[src/rtl/screen_coord_gen.sv]
// XVGA raster generator: horizontal/vertical counters, centred y-up world
// coordinates and sync/blank outputs delayed to match downstream pixel stages.
module screen_coord_gen #(
    parameter int   H_ACTIVE    = 1024,
    parameter int   H_FP        = 24,
    parameter int   H_SYNC      = 136,
    parameter int   H_BP        = 160,
    parameter int   V_ACTIVE    = 768,
    parameter int   V_FP        = 3,
    parameter int   V_SYNC      = 6,
    parameter int   V_BP        = 29,
    parameter logic SYNC_ACTIVE = 1'b0,
    parameter int   ORIGIN_X    = 512,
    parameter int   ORIGIN_Y    = 767,
    parameter int   SYNC_DELAY  = 1
) (
    input  logic               clock,
    input  logic               reset_n,
    output logic [10:0]        hcount,
    output logic [9:0]         vcount,
    output logic signed [11:0] x_value,
    output logic signed [11:0] y_value,
    output logic               blank,
    output logic               frame_start,
    output logic               hsync_out,
    output logic               vsync_out,
    output logic               blank_out
);

    localparam int H_TOTAL = H_ACTIVE + H_FP + H_SYNC + H_BP;
    localparam int V_TOTAL = V_ACTIVE + V_FP + V_SYNC + V_BP;

    localparam logic [10:0] H_LAST   = 11'(H_TOTAL - 1);
    localparam logic [10:0] H_ACT_W  = 11'(H_ACTIVE);
    localparam logic [10:0] HS_FIRST = 11'(H_ACTIVE + H_FP);
    localparam logic [10:0] HS_LAST  = 11'(H_ACTIVE + H_FP + H_SYNC - 1);
    localparam logic [9:0]  V_LAST   = 10'(V_TOTAL - 1);
    localparam logic [9:0]  V_ACT_W  = 10'(V_ACTIVE);
    localparam logic [9:0]  VS_FIRST = 10'(V_ACTIVE + V_FP);
    localparam logic [9:0]  VS_LAST  = 10'(V_ACTIVE + V_FP + V_SYNC - 1);
    localparam logic [11:0] ORG_X    = 12'(ORIGIN_X);
    localparam logic [11:0] ORG_Y    = 12'(ORIGIN_Y);

    logic [10:0]        h_q, h_d;
    logic [9:0]         v_q, v_d;
    logic signed [11:0] x_q, x_d;
    logic signed [11:0] y_q, y_d;
    logic               blank_q, blank_d;
    logic               fs_q, fs_d;
    logic               hs_q, hs_d;
    logic               vs_q, vs_d;
    logic               h_wrap;

    // Everything is derived from the next counter values so that all
    // per-pixel outputs sit in the same register stage as the counters.
    always_comb begin
        h_wrap  = (h_q == H_LAST);
        h_d     = h_wrap ? 11'd0 : h_q + 11'd1;
        v_d     = v_q;
        if (h_wrap) begin
            v_d = (v_q == V_LAST) ? 10'd0 : v_q + 10'd1;
        end
        x_d     = {1'b0, h_d} - ORG_X;
        y_d     = ORG_Y - {2'b00, v_d};
        blank_d = (h_d >= H_ACT_W) || (v_d >= V_ACT_W);
        fs_d    = (h_d == 11'd0) && (v_d == 10'd0);
        hs_d    = ((h_d >= HS_FIRST) && (h_d <= HS_LAST)) ? SYNC_ACTIVE : ~SYNC_ACTIVE;
        vs_d    = ((v_d >= VS_FIRST) && (v_d <= VS_LAST)) ? SYNC_ACTIVE : ~SYNC_ACTIVE;
    end

    always_ff @(posedge clock or negedge reset_n) begin
        if (!reset_n) begin
            h_q     <= 11'd0;
            v_q     <= 10'd0;
            x_q     <= 12'd0 - ORG_X;
            y_q     <= ORG_Y;
            blank_q <= 1'b0;
            fs_q    <= 1'b1;
            hs_q    <= ~SYNC_ACTIVE;
            vs_q    <= ~SYNC_ACTIVE;
        end else begin
            h_q     <= h_d;
            v_q     <= v_d;
            x_q     <= x_d;
            y_q     <= y_d;
            blank_q <= blank_d;
            fs_q    <= fs_d;
            hs_q    <= hs_d;
            vs_q    <= vs_d;
        end
    end

    assign hcount      = h_q;
    assign vcount      = v_q;
    assign x_value     = x_q;
    assign y_value     = y_q;
    assign blank       = blank_q;
    assign frame_start = fs_q;

    generate
        if (SYNC_DELAY == 0) begin : g_no_delay
            assign hsync_out = hs_q;
            assign vsync_out = vs_q;
            assign blank_out = blank_q;
        end else begin : g_delay
            logic [SYNC_DELAY-1:0] hs_pipe_q;
            logic [SYNC_DELAY-1:0] vs_pipe_q;
            logic [SYNC_DELAY-1:0] bl_pipe_q;

            // Stages reset to "blanked, sync idle" so the outputs stay quiet
            // until real pixels have propagated through.
            always_ff @(posedge clock or negedge reset_n) begin
                if (!reset_n) begin
                    hs_pipe_q <= {SYNC_DELAY{~SYNC_ACTIVE}};
                    vs_pipe_q <= {SYNC_DELAY{~SYNC_ACTIVE}};
                    bl_pipe_q <= '1;
                end else begin
                    hs_pipe_q[0] <= hs_q;
                    vs_pipe_q[0] <= vs_q;
                    bl_pipe_q[0] <= blank_q;
                    for (int i = 1; i < SYNC_DELAY; i++) begin
                        hs_pipe_q[i] <= hs_pipe_q[i-1];
                        vs_pipe_q[i] <= vs_pipe_q[i-1];
                        bl_pipe_q[i] <= bl_pipe_q[i-1];
                    end
                end
            end

            assign hsync_out = hs_pipe_q[SYNC_DELAY-1];
            assign vsync_out = vs_pipe_q[SYNC_DELAY-1];
            assign blank_out = bl_pipe_q[SYNC_DELAY-1];
        end
    endgenerate

endmodule

[config.mk]
export PLATFORM = sky130hd
export DESIGN_NAME = screen_coord_gen
export DESIGN_NICKNAME = d
export VERILOG_FILES = /design/src/rtl/screen_coord_gen.sv
export SDC_FILE = /design/constraint.sdc
export NUM_CORES = 1
export LEC_CHECK = 0
export ABC_AREA = 1
export BUFFER_PORTS_ARGS = -buffer_cell sky130_fd_sc_hd__buf_2
export CORE_ASPECT_RATIO = 0.7
export CORE_MARGIN = 2
export CORE_UTILIZATION = 54
export DETAILED_ROUTE_END_ITERATION = 12
export PLACE_DENSITY = 0.79
export SYNTH_ARGS = -nofsm -noshare
export SYNTH_HDL_FRONTEND = slang
export SYNTH_SLANG_ARGS = --single-unit
[constraint.sdc]
create_clock -name clock -period 2.85 [get_ports clock]
set_input_delay 0.57 -clock clock [delete_from_list [all_inputs] [get_ports clock]]
set_output_delay 0.57 -clock clock [all_outputs]
set_load 0.05 [all_outputs]
== Word-level counts from Yosys, hierarchy flattened ==
Cells that the tools add are included.
Widths: inputs -> output; s select.

* Register bits after elaboration: 51
* Word-level logic and storage cells: 34

* Add/subtract/negate cells: 4
* Magnitude comparators: 6
* Equality and inequality tests: 2
* Mux-type cells: 5
* Reduce and logical (&&, ||, !) cells: 6

{| class="wikitable"
|+ Operators with widths
! operator !! count
|-
| $ge 11x11->1 const B || 2
|-
| $ge 10x10->1 const B || 2
|-
| $mux 10 || 2
|-
| $sub 11x10->12 const B || 1
|-
| $add 11x1->11 const B || 1
|-
| $eq 11x11->1 const B || 1
|-
| $le 11x11->1 const B || 1
|-
| $logic_not 11->1 || 1
|-
| $mux 11 || 1
|-
| $sub 10x10->11 const A || 1
|-
| $add 10x1->10 const B || 1
|-
| $eq 10x10->1 const B || 1
|-
| $le 10x10->1 const B || 1
|-
| $logic_not 10->1 || 1
|-
| $logic_and 1x1->1 || 3
|-
| $mux 1 || 2
|-
| $logic_or 1x1->1 || 1
|}

== Longest topological paths before layout ==
Gate-level depths: netlist of run 1.

* Depth in word-level cells: 6
* Mapped depth: 18
* Depth with buffers taken out: 17

== Worst setup path before layout of run 1 ==
Ideal clock, no wire load.

* Path kind: reg2reg
* Start point: register, netlist name x_value[0]
* End point: register vs_q
* Library setup time: 0.067 ns
* Data arrival time: 2.584 ns
* Required time: 2.783 ns
* Slack: 0.199 ns
* Cell stages (with the launch flop): 18
* Buffers on the path: 1
* Cells stage by stage: dfrtp_1 -> ha_1 -> nand2_2 -> nor2_2 -> nand2_2 -> nor2_4 -> buf_6 -> nand4_1 -> nand2_1 -> nand2_1 -> nor2_1 -> ha_1 -> nand3_1 -> nor2_2 -> nor2_4 -> nand2_1 -> inv_1 -> nor2_1

{| class="wikitable"
|+ RTL lines
! element !! RTL line !! text
|-
| end signal, assigned || 80 || <nowiki>vs_q <= ~SYNC_ACTIVE;</nowiki>
|-
| end signal, assigned || 89 || <nowiki>vs_q <= vs_d;</nowiki>
|-
| end, declared || 51 || <nowiki>logic vs_q, vs_d;</nowiki>
|}

== Final worst setup path of run 1 ==
* Start point: register v_q[1] (netlist: vcount[1])
* End point: register fs_q (netlist: frame_start)

* Word-level cells in the longest chain between the ends: 5

{| class="wikitable"
|+ RTL lines
! element !! RTL line !! text
|-
| start, declared || 45 || <nowiki>logic [9:0] v_q, v_d;</nowiki>
|-
| start signal, assigned || 83 || <nowiki>v_q <= v_d;</nowiki>
|-
| $add 10x1->10 or $eq 10x10->1 (tied branches) || 61 || <nowiki>v_d = (v_q == V_LAST) ? 10'd0 : v_q + 10'd1;</nowiki>
|-
| $mux 10 (*) || 61 ||
|-
| $mux 10 (*) || 60 || <nowiki>if (h_wrap) begin</nowiki>
|-
| named net v_d[8] || 45 ||
|-
| $logic_not 10->1 (*) || 66 || <nowiki>fs_d = (h_d == 11'd0) && (v_d == 10'd0);</nowiki>
|-
| $logic_and 1x1->1 (*) || 66 ||
|-
| named net fs_d || 49 || <nowiki>logic fs_q, fs_d;</nowiki>
|-
| end signal, assigned || 87 || <nowiki>fs_q <= fs_d;</nowiki>
|-
| end, declared || 49 ||
|}

Mark *: on every way through the listed nets, which the timed path passes. The rest lies on a longest branch.

==> metrics.cfg, run 1 <==
[pwr]
p_leak_nw=1.51
total_power_mw=1.07
power_density_nw_per_um2=387
vdd_drop_max_uv=296

[grt]
grt.overflow.total=0
grt_pass1_wl_mm=8.49
antenna_found_initial=0
use_met2_pct=29.0
use_met3_pct=5.11
grt_use_total_pct=22.0
grt_max_degree=42
grt_pass1_vias=1756
use_met1_pct=35.0
grt-busiest-layer=met1

[yosys]
syn_inst=309
syn_area_um2=2420
yosys-top-cells-area=dfrtp_1, dfstp_2, nand2_1
syn_avg_cell_area_um2=7.83
yosysTopAreaCell=dfrtp_1
synth-main-ff-cell=dfrtp_1
yosys_warnings=0
syn_nets=322
synth_edf_count=0
synth-seq-cells=41
async_reset_ff_share_pct=100
ys_types=28
ys_seq_area_share_pct=43.3
synth.top_cell.area_share_pct=23.8

[finish]
fillers=387
layout.nets=367
area_growth_pct=13.6
layout-drive-gt1-share_pct=30.7
diodes=0

[sta]
fin_setup_tns_ns=0
finClkSkew_ns=0.00487
finalCritPeriodShare_pct=84.8
max_freq_mhz=414
slew_violations=0
hold_violations=0
setup-violations-final=0
relSlewSlack_pct=41.6
rsz0062_at_grt=false
whs_ns=0.359
min_period_ns=2.42
worst_slew_pin_slew_ns=0.876

[worst_setup_path]
r2r_setup_slack_ns=0.43
critPathKind=reg2reg
critPathSlowestCell=dfrtp_1
endpoint_kind=register
cp_max_fo=7
slowest_delay_ns=0.47
cp.arrival_ns=2.65
startpoint_type=register
cp.required_ns=3.08
cp_cell_sequence=ha_1 -> inv_1 -> nor3_2 -> nand3_1 -> nor2_1 -> nand3_1 -> nand2_1 -> nor2_1 -> inv_1 -> ha_1 -> nand3_1 -> nor3_2 -> nand2_1 -> nor2_1 -> nand3_1 -> nor2_1
ff2ff_path_depth=16
r2r_start=vcount[1]$_DFF_PN0_
worstReg2RegEnd=frame_start$_DFF_PN1_

[cts]
cts_hold_buf=0
post_cts_buffers=0
cts_tree=done
clock_latency_ns=0.30
htree_levels=2
cts-root-buf=clkbuf_8
cts-resized-gates=0
clk_pin_slew_worst_paths_ns=0.08
cts_made_buffers=5
clockBufferDepth=2
clock-sinks=41

[floorplanning]
initial_core_util_pct=55.9
dieArea_um2=5040
ios=52
fp-row-count=20
die_height_um=60.0
fp.coreArea_um2=4330
die_x_um=84.0

[detailed_routing]
postRouteWirelength_mm=5.17
vias=2030
drc_errors=0
drt-initial-drc-count=157
drtPass1Iterations=4
antenna_left=0
avgViaCountPerCell=4.95
wl_per_cell_um=12.6

[min_path]
whs_path_depth=0
min_path_type=reg2reg
min-delay-start=hs_q$_DFF_PN1_
min_to=hsync_out$_DFF_PN1_

[placement]
gp_congestion=0.871
hpwl_mm=3.93
port_buffers=51

[flow_run]
cap_viol_max_count=0

[outcome]
status=finished, final reports clean

==> final cells by class <==
cell class,instances,area [um2],area share (%)
Tap cell,55,68.8,2.50
Sequential cell,41,1050,38.1
Timing Repair Buffer,53,270,9.83
Clock buffer,6,72.6,2.64
Multi-Input combinational cell,202,1060,38.5
Clock inverter,2,38.8,1.41
Inverter,51,191,6.96
==> power by group <==
| part | internal [mW] | switching (mW) | leakage (nW) |
|---|---|---|---|
| Sequential | 0.583 | 0 | 0.496 |
| Combinational | 0.000496 | 0.0105 | 0.956 |
| Clock | 0.263 | 0.209 | 0.0554 |
| Total | 0.846 | 0.219 | 1.51 |
==> cells in the mapped netlist, types with 4 or more instances <==
cell	count
dfrtp_1	23
dfstp_2	18
nor2_2	5
buf_4	11
ha_1	11
inv_1	46
nand2_2	8
nand3_1	29
nand2_1	78
nor2_1	39
nand4_1	6
inv_2	4
==> cell families (layout without fill, tap and decap cells) <==
logic type               Yosys count  count (layout)  share of synthesized area [%]
AND/OR/NAND/NOR                  181             181                           35.0
buffers and inverters             66             112                           12.9
flip-flops                        41              41                           43.3
adder cells (fa/ha/maj)           11              11                           5.69
AO/OA/AOI/OAI                      8               8                           2.33
XOR/XNOR                           2               2                          0.724
==> flip-flops by register name, summed over array words and instances, names as in the netlist <==
| register | flops |
|---|---|
| hs_q | 1 |
| blank | 1 |
| frame_start | 1 |
| y_value | 11 |
| blank_out | 1 |
| x_value | 12 |
| hsync_out | 1 |
| hcount | 2 |
| vs_q | 1 |
| vcount | 9 |
| vsync_out | 1 |
==> critical path: cells and delay by family (launching register included) <==
family        cells  cell delay [ns]
simple gates     12             1.27
buf+inv           2             0.17
fa+ha+maj         2             0.44
flops             1             0.47
==> cell usage in the layout, fill, tap and decap left out <==
cell / instances
xor2_1: 2
nand2_4: 2
bufinv_16: 1
buf_4: 2
nor2_2: 5
inv_1: 46
nand3_2: 3
nand3_1: 29
clkinv_4: 1
clkbuf_1: 1
nor3_1: 3
o21ai_1: 1
or2_2: 2
nor3_2: 3
clkbuf_8: 5
nand2_2: 8
dfstp_2: 18
nand2_1: 78
o31ai_1: 1
a21oi_1: 1
buf_2: 51
nor2_1: 39
inv_2: 4
a21oi_4: 1
dfrtp_1: 23
o21bai_1: 1
nand4_1: 6
clkinv_1: 1
o21ai_0: 3
nor2_4: 3
ha_1: 11
==> metal layers <==
metal / up-vias / share of wire (%)
li1: 1029 / -
met1: 915 / 51
met2: 79 / 40
met3: 7 / 8.2
met4: 0 / 0.93
met5: - / 0
==> per-stage QoR <==
| stage | area, um2 | util (%) | instances | setup WS [ns] |
|---|---|---|---|---|
| after floorplan | 2420 | - | 309 | 0.199 |
| after global placement | 2640 | 60.9 | 402 | 0.491 |
| after detailed placement | 2640 | 60.9 | 402 | 0.448 |
| after CTS | 2750 | 63.5 | 410 | 0.434 |
| after global routing | 2750 | 63.5 | 410 | 0.187 |
| final | 2750 | 63.5 | 410 | 0.433 |
==> worst max-delay path by stage <==
stage,start,slack (ns),cells past startpoint,end
after floorplan,x_value[0]$_DFF_PN0_,0.20,17,vs_q$_DFF_PN1_
after global placement,vcount[1]$_DFF_PN0_,0.49,14,vs_q$_DFF_PN1_
after detailed placement,vcount[1]$_DFF_PN0_,0.45,16,frame_start$_DFF_PN1_
after CTS,vcount[1]$_DFF_PN0_,0.43,16,frame_start$_DFF_PN1_
after global routing,vcount[1]$_DFF_PN0_,0.19,16,frame_start$_DFF_PN1_
final,vcount[1]$_DFF_PN0_,0.43,16,frame_start$_DFF_PN1_
Note: power is estimated with default switching activity, not from simulation.
==> run 2, diff against run 1 <==
--- a/config.mk
+++ b/config.mk
@@ -9,9 +9,9 @@
 export BUFFER_PORTS_ARGS = -buffer_cell sky130_fd_sc_hd__buf_2
 export CORE_ASPECT_RATIO = 0.7
 export CORE_MARGIN = 2
-export CORE_UTILIZATION = 54
+export CORE_UTILIZATION = 49
 export DETAILED_ROUTE_END_ITERATION = 12
-export PLACE_DENSITY = 0.79
+export PLACE_DENSITY = 0.76
 export SYNTH_ARGS = -nofsm -noshare
 export SYNTH_HDL_FRONTEND = slang
 export SYNTH_SLANG_ARGS = --single-unit
==> constraint.sdc (replaced) <==
create_clock -name clock -period 2.1 [get_ports clock]
set_input_delay 0.42 -clock clock [delete_from_list [all_inputs] [get_ports clock]]
set_output_delay 0.42 -clock clock [all_outputs]
set_load 0.05 [all_outputs]
==> run 2 against run 1 <==
Net effect: the flow now finishes with violations (setup timing); clock-buffer cell count shrank 1; combinational power rose by 75%; flip-flop and latch count unchanged; critical path depth decreased by 1; global-route usage rose by 0.87 points; first-iteration DRC count is 54% higher; setup slack got worse by 0.50 ns; power rose by 26%; clock skew rose by 0.0033 ns; clock power up 14%; sequential power is 36% higher; critical path type unchanged; highest routed layer unchanged.
==> metrics.cfg, run 2 (synthesized netlist as in run 1, its figures left out) <==
[floorplanning]
initial_core_util_pct=50.9
dieArea_um2=5530
fp.coreArea_um2=4760
die_height_um=62.8
ios=52
fp-row-count=21
die_x_um=88.0

[sta]
max_freq_mhz=461
setup-violations-final=3
relSlewSlack_pct=76.9
whs_ns=0.360
rsz0062_at_grt=true
finClkSkew_ns=0.00816
fin_setup_tns_ns=-0.117
finalCritPeriodShare_pct=103
slew_violations=0
min_period_ns=2.17
finalWorstSetupSlack_ns=-0.0696
hold_violations=0
worst_slew_pin_slew_ns=0.345

[detailed_routing]
wl_per_cell_um=12.9
postRouteWirelength_mm=5.91
drt-initial-drc-count=241
drtPass1Iterations=4
avgViaCountPerCell=4.84
antenna_left=0
drc_errors=0
vias=2212

[pwr]
p_leak_nw=1.66
power_density_nw_per_um2=426
vdd_drop_max_uv=287

[cts]
htree_levels=2
clk_pin_slew_worst_paths_ns=0.09
clock-sinks=41
cts-root-buf=clkbuf_8
clock_latency_ns=0.31
cts_made_buffers=5
cts_tree=done
clockBufferDepth=2

[worst_setup_path]
critPathKind=reg2reg
cp.required_ns=2.34
cp_max_fo=4
worstReg2RegEnd=hs_q$_DFF_PN1_
startpoint_type=register
r2r_start=x_value[1]$_DFF_PN0_
r2r_setup_slack_ns=-0.07
ff2ff_path_depth=15
cp.arrival_ns=2.41
endpoint_kind=register
startpoint=x_value[1]$_DFF_PN0_

[outcome]
status=finished with violations
violations=setup timing

[min_path]
min_path_type=reg2reg
min-delay-start=hs_q$_DFF_PN1_
min_to=hsync_out$_DFF_PN1_
whs_path_depth=0

[finish]
multiInputGateArea_um2=1190
final_cell_mix=nand2_1, buf_2, inv_1
area_growth_pct=30.5
postLayoutCoreUtil_pct=66.4
largest_register_ffs=12
regArea_um2=1060
final_common_cell=nand2_1
layout.nets=400
diodes=0
stdcell_area_um2=3160
layout-drive-gt1-share_pct=45.4
fillers=390

[grt]
grt.overflow.total=0
grt_use_total_pct=22.9
antenna_found_initial=0
grt_max_degree=19
grt_pass1_wl_mm=9.80
grt_pass1_vias=2095

[placement]
hpwl_mm=4.41
place_area_um2=2940
port_buffers=51
pre_cts_ws_ns=-0.0676
gp_congestion=0.933

[flow_run]
cap_viol_max_count=0

run 2: worst max-delay path, cell delays in order (launching register included):
cell and delay [ns]:
dfrtp_2 0.40, buf_4 0.12, buf_4 0.10, nand3_2 0.09, nor2_2 0.12, nand3_1 0.11
nor2_2 0.13, nand2_1 0.09, o21ai_1 0.17, nand2_2 0.14, inv_2 0.11, ha_4 0.14
or2_4 0.10, nand4_1 0.07, a21oi_1 0.14, nand2_1 0.07
run 2: worst max path at each step:
stage	to	slack, ns	cells after the start
2_1_floorplan	vs_q$_DFF_PN1_	-0.21	17
3_3_place_gp	frame_start$_DFF_PN1_	0.00008	16
3_5_place_dp	frame_start$_DFF_PN1_	-0.07	16
4_1_cts	frame_start$_DFF_PN1_	-0.01	16
5_1_grt	hs_q$_DFF_PN1_	-0.20	15
6_report	hs_q$_DFF_PN1_	-0.07	15
run 2: final cells by class:
| class | instances | share of cell area [%] |
|---|---|---|
| Sequential cell | 41 | 33.7 |
| Clock buffer | 5 | 2.18 |
| Multi-Input combinational cell | 202 | 37.6 |
| Inverter | 51 | 6.14 |
| Clock inverter | 3 | 0.674 |
| Tap cell | 69 | 2.73 |
| Timing Repair Buffer | 86 | 17.0 |
run 2: metrics by stage:
step | total power [mW] | std cells
after floorplan | 0.805 | 309
after global placement | 0.824 | 439
after detailed placement | 0.824 | 439
after CTS | 1.36 | 455
after global routing | 1.39 | 457
final | 1.35 | 457
run 2: per-layer routing:
layer	GRT usage (%)	vias up	share of wire, %
met5	0	-	0
met4	7.69	0	1.1
met3	5.55	9	7.5
met2	31.5	74	43
met1	34.8	1037	49
li1	-	1092	-
run 2: where the power goes:
| part | total (mW) | switching [mW] | internal (mW) |
|---|---|---|---|
| Sequential | 0.791 | 0 | 0.791 |
| Combinational | 0.0192 | 0.0149 | 0.00434 |
| Clock | 0.537 | 0.301 | 0.236 |
| Total | 1.35 | 0.316 | 1.03 |
run 2: what timing repair did:
action / 4_1_cts / 5_1_grt
hold endpoints to repair: 7 / 0
hold buffers: 1 / 0
endpoints found under the setup margin: 3 / 3
buffers inserted: 7 / 2
pin swaps: 4 / 7
gates resized for setup: 7 / 11
